==> config.mk <==
export PLATFORM = sky130hd
export DESIGN_NAME = jtag_shift_seq
export DESIGN_NICKNAME = d
export VERILOG_FILES = /design/src/rtl/jtag_shift_seq.sv
export SDC_FILE = /design/constraint.sdc
export NUM_CORES = 1
export LEC_CHECK = 0
export BUFFER_PORTS_ARGS = -buffer_cell sky130_fd_sc_hd__buf_2
export CAP_MARGIN = 10
export CORE_MARGIN = 2
export CORE_UTILIZATION = 55
export CTS_CLUSTER_DIAMETER = 60
export DETAILED_ROUTE_END_ITERATION = 8
export PLACE_DENSITY = 0.9
export SLEW_MARGIN = 30
export SYNTH_ARGS = -nofsm -noshare
export SYNTH_HDL_FRONTEND = slang
export SYNTH_SLANG_ARGS = --single-unit
export TNS_END_PERCENT = 50
==> constraint.sdc <==
create_clock -name CLK -period 3 [get_ports CLK]
set_clock_uncertainty 0.15 [all_clocks]
set_input_delay 0.3 -clock CLK [delete_from_list [all_inputs] [get_ports CLK]]
set_output_delay 0.3 -clock CLK [all_outputs]
set_load 0.01 [all_outputs]
==> src/rtl/jtag_shift_seq.sv <==
// JTAG buffer sequencer: turns single host commands (shift, reset pulse, bus release)
// into TCK/TMS/TDI waveforms with a programmable TCK divider and returns captured TDO.
module jtag_shift_seq #(
  parameter int DIV_W        = 8,
  parameter int PULSE_CYCLES = 1000
) (
  input  logic             CLK,
  input  logic             RST,
  input  logic             CMD_VALID,
  output logic             CMD_READY,
  input  logic [1:0]       CMD_OP,
  input  logic [4:0]       CMD_LEN,
  input  logic [31:0]      CMD_TMS,
  input  logic [31:0]      CMD_TDI,
  input  logic [DIV_W-1:0] CLK_DIV,
  output logic             RSP_VALID,
  output logic [31:0]      RSP_TDO,
  output logic             BUSY,
  output logic             TCK,
  output logic             TMS,
  output logic             TDI,
  input  logic             TDO,
  output logic             JTAG_OE,
  output logic             nSRST_OUT,
  output logic             nTRST_OUT
);

  localparam int PW = (PULSE_CYCLES > 1) ? $clog2(PULSE_CYCLES) : 1;
  localparam logic [PW-1:0] PLAST = PW'(PULSE_CYCLES - 1);

  typedef enum logic [2:0] {S_IDLE, S_LOW, S_HIGH, S_PULSE, S_DONE} state_t;

  state_t           r_state, w_next;
  logic [4:0]       r_len, r_bit;
  logic [31:0]      r_tms, r_tdi, r_tdo;
  logic [DIV_W-1:0] r_d, r_div;
  logic [PW-1:0]    r_pcnt;
  logic             r_tck, r_tms_o, r_tdi_o, r_oe, r_nsrst, r_ntrst;
  logic             w_accept, w_div_end, w_last_bit, w_pulse_end;

  always_comb begin
    w_accept    = CMD_VALID && (r_state == S_IDLE);
    w_div_end   = (r_div == r_d);
    w_last_bit  = (r_bit == r_len);
    w_pulse_end = (r_pcnt == PLAST);
    w_next      = r_state;
    unique case (r_state)
      S_IDLE:  if (w_accept) w_next = (CMD_OP == 2'b00) ? S_LOW : S_PULSE;
      S_LOW:   if (w_div_end) w_next = S_HIGH;
      S_HIGH:  if (w_div_end) w_next = w_last_bit ? S_DONE : S_LOW;
      S_PULSE: if (w_pulse_end) w_next = S_DONE;
      S_DONE:  w_next = S_IDLE;
      default: w_next = S_IDLE;
    endcase
  end

  always_ff @(posedge CLK) begin
    if (RST) r_state <= S_IDLE;
    else     r_state <= w_next;
  end

  always_ff @(posedge CLK) begin
    if (RST) begin
      r_len   <= '0;
      r_bit   <= '0;
      r_tms   <= '0;
      r_tdi   <= '0;
      r_tdo   <= '0;
      r_d     <= '0;
      r_div   <= '0;
      r_pcnt  <= '0;
      r_tck   <= 1'b0;
      r_tms_o <= 1'b1;
      r_tdi_o <= 1'b0;
      r_oe    <= 1'b1;
      r_nsrst <= 1'b1;
      r_ntrst <= 1'b1;
    end else begin
      unique case (r_state)
        S_IDLE: if (w_accept) begin
          r_len  <= CMD_LEN;
          r_tms  <= CMD_TMS;
          r_tdi  <= CMD_TDI;
          r_d    <= CLK_DIV;
          r_div  <= '0;
          r_bit  <= '0;
          r_tdo  <= '0;
          // Release reuses PULSE as a single-cycle wait by preloading the terminal count
          r_pcnt <= (CMD_OP == 2'b11) ? PLAST : '0;
          unique case (CMD_OP)
            2'b00: begin
              r_oe    <= 1'b0;
              r_tck   <= 1'b0;
              r_tms_o <= CMD_TMS[0];
              r_tdi_o <= CMD_TDI[0];
            end
            2'b01: r_nsrst <= 1'b0;
            2'b10: r_ntrst <= 1'b0;
            default: begin
              r_oe  <= 1'b1;
              r_tck <= 1'b0;
            end
          endcase
        end
        S_LOW: begin
          if (w_div_end) begin
            r_div        <= '0;
            r_tck        <= 1'b1;
            r_tdo[r_bit] <= TDO;
          end else begin
            r_div <= r_div + 1'b1;
          end
        end
        S_HIGH: begin
          if (w_div_end) begin
            r_div <= '0;
            r_tck <= 1'b0;
            if (!w_last_bit) begin
              r_bit   <= r_bit + 5'd1;
              r_tms_o <= r_tms[r_bit + 5'd1];
              r_tdi_o <= r_tdi[r_bit + 5'd1];
            end
          end else begin
            r_div <= r_div + 1'b1;
          end
        end
        S_PULSE: begin
          if (w_pulse_end) begin
            r_nsrst <= 1'b1;
            r_ntrst <= 1'b1;
          end else begin
            r_pcnt <= r_pcnt + 1'b1;
          end
        end
        default: ;
      endcase
    end
  end

  assign CMD_READY = (r_state == S_IDLE);
  assign BUSY      = (r_state != S_IDLE);
  assign RSP_VALID = (r_state == S_DONE);
  assign RSP_TDO   = r_tdo;
  assign TCK       = r_tck;
  assign TMS       = r_tms_o;
  assign TDI       = r_tdi_o;
  assign JTAG_OE   = r_oe;
  assign nSRST_OUT = r_nsrst;
  assign nTRST_OUT = r_ntrst;

endmodule

==> qor.txt <==
CP startpoint kind: register
core area: 11500 um^2
Mapped Area: 6550 um^2
kind of end point of the critical path: register
port bufs: 123
status: complete, but fails checks
Synth async-reset ratio: 0%
max incr delay on CP: 0.52 ns
Area Overhead vs Synth: 30.1%
Overall Global Routing Usage: 31.6%
initial core utilization: 56.9%
slowest cell on the critical path: mux4_2
Syn Inst Count: 807
DP Wirelength: 11100 um
share of layout cells above drive strength 1: 19.6%
Worst-path clk slew: 0.06 ns
Max-Cap Viols: 0
chip width: 113 um
Setup Crit Path Kind: register to register
RSZ-0062 raised after global routing: false
Inserted Clock Buffers: 17
highest-count cells in the layout ignoring fill and taps: nand2_1, dfxtp_1, buf_2
Root Driver: clkbuf_16
Warnings, synthesis: 0
# Post-CTS Setup Buffers: 0
share of the clock period used by the worst path: 92.0%
# setup viols final: 0
fmax: 362 MHz
worst-margin pin slew: 0.952 ns
row count: 39
Yosys reg bits: 141
# fillers: 769
first-pass GRT wire length: 32000 um
# DRC: 6
worst-path maximum fanout: 9
CTS tree: done
most common cell after layout, fill and taps aside: nand2_1
Data arrival, critical path: 2.89 ns
routed wire length: 20200 um
via count of the first global-routing pass: 6556
Die Height: 113 um
Final TNS setup: 0 ns
Pleak: 3.53 nW
worst path bufs/invs: 1
Crit path max-delay family: multiplexers
gp weighted congestion: 0.890
H-tree depth: 4
sequential fraction of the synthesis area: 43.1%
Bufs on Longest Clock Path: 2
WL per Instance: 17.8 um
max_slew headroom: 36.3%
CP most frequent cell: nand2_1
min Tclk post-route: 2.76 ns
ant diodes: 0
Area contributors post-synth: dfxtp_1, nand2_1, a21oi_1
ANT nets after route: 0
Worst VDD drop: 0.000536 V
# nets final: 1070
die area: 12800 um^2
Clock Latency Late Sink: 0.43 ns
Hold Violations, Final: 0
failing checks: DRC
io pins: 124
vias: 6771
syn avg cell area: 8.12 um^2
Via density: 5.98
Starting DRT DRC Count: 731
WP data required: 3.13 ns
total gr overflow: 0
Max Slew Vio Count: 0
synth unique cells: 60
Pre-antenna DRT Iters: 7
initial antenna violation count: 0
final hold slack: 0.0129 ns
CTS Hold Bufs: 71
Worst Hold Class: input port to register
Synth top area share: 43.1%
leading area contributor after synthesis: dfxtp_1
syn_nets: 900
CTS sink count: 141
Post-CTS Resized: 0
Pwr Density: 766 nW/um^2
Most used DFF post-synth: dfxtp_1
CP cell instances: ha_1, xor2_2, buf_4, mux4_2, nand2_1, nand2_1, a221oi_1, a311oi_2
largest net degree at the start of global routing: 107
Post-synth EDFFs: 0
## Yosys cell counts (3+ instances only)
library cell,instances
buf_2,5
a21oi_1,116
o22ai_1,23
clkbuf_1,51
o21ai_1,25
inv_1,8
mux4_2,11
o21ai_0,9
nor4_1,8
nand2b_1,4
nor3b_1,4
nor2b_1,6
nor3_1,13
ha_1,10
buf_4,3
a31oi_1,4
xor2_1,21
mux2i_1,22
nor2_1,33
and3_1,4
nand2_1,208
nand4_1,9
nand3_1,15
dfxtp_1,141
a211oi_1,5
xnor2_1,4
## sequential cells by signal, summed over array words and instances, names as in the netlist
name	count
TDI	1
TMS	1
r_tdi	32
RSP_TDO	32
r_len	5
TCK	1
r_state	3
JTAG_OE	1
r_pcnt	10
nTRST_OUT	1
r_bit	5
r_div	8
r_tms	32
nSRST_OUT	1
r_d	8
## report_power, final
| group | internal (W) | switching, W | leakage, nW |
|---|---|---|---|
| clock | 0.00124 | 0.000844 | 0.280 |
| sequential | 0.00217 | 0.000256 | 1.15 |
| combinational | 0.000719 | 0.00130 | 2.10 |
## routing by layer
layer | GRT usage, % | part of all wire, %
met5 | 0 | 0
met4 | 17.2 | 5.1
met3 | 8.19 | 7.1
met2 | 53.5 | 49
met1 | 36.5 | 38
## tightest hold or removal path, delay by kind of cell
family / cells / cell delay, ns
buf+inv: 1 / 0.10
simple gates: 1 / 0.07
compound gates: 1 / 0.07
## metrics by stage
step	worst slack, ns	util (%)	std cells	cell area, um^2	total power, W
5_1_grt	0.0708	74.0	1132	8520	0.00683
3_5_place_dp	0.343	62.7	1029	7220	0.00428
3_3_place_gp	0.390	62.7	1029	7220	0.00422
4_1_cts	0.333	73.9	1131	8510	0.00643
2_1_floorplan	0.262	-	807	6550	0.00378
6_report	0.240	74.0	1132	8520	0.00653
## cells by family after synthesis
family                   Yosys count  synth area share [%]
XOR/XNOR                          27                  4.01
flip-flops                       141                  43.1
multiplexers                      34                  7.32
AO/OA/AOI/OAI                    204                  17.8
AND/OR/NAND/NOR                  320                  21.3
buffers and inverters             71                  4.57
adder cells (fa/ha/maj)           10                  1.91
## layout make-up
cell class	count	area [um^2]	area share (%)
clock inverter	13	140	1.64
timing repair buffer	213	1480	17.3
tap	143	179	2.10
sequential	141	2820	33.1
clock buffer	18	439	5.15
multi-input combinational	595	3430	40.3
inverter	9	33.8	0.396
## worst paths after layout
check             cells past startpoint  slack [ns]                endpoint                   start
setup / recovery                      8        0.24        TDI$_SDFFE_PP0P_   r_bit[1]$_SDFFE_PP0P_
setup reg to reg                      8        0.24        TDI$_SDFFE_PP0P_   r_bit[1]$_SDFFE_PP0P_
hold / removal                        3        0.01  r_tms[13]$_SDFFE_PP0P_             CMD_TMS[13]
hold reg to reg                       2        0.31  r_tms[16]$_SDFFE_PP0P_  r_tms[16]$_SDFFE_PP0P_
Power figures use the tool's default switching activity.
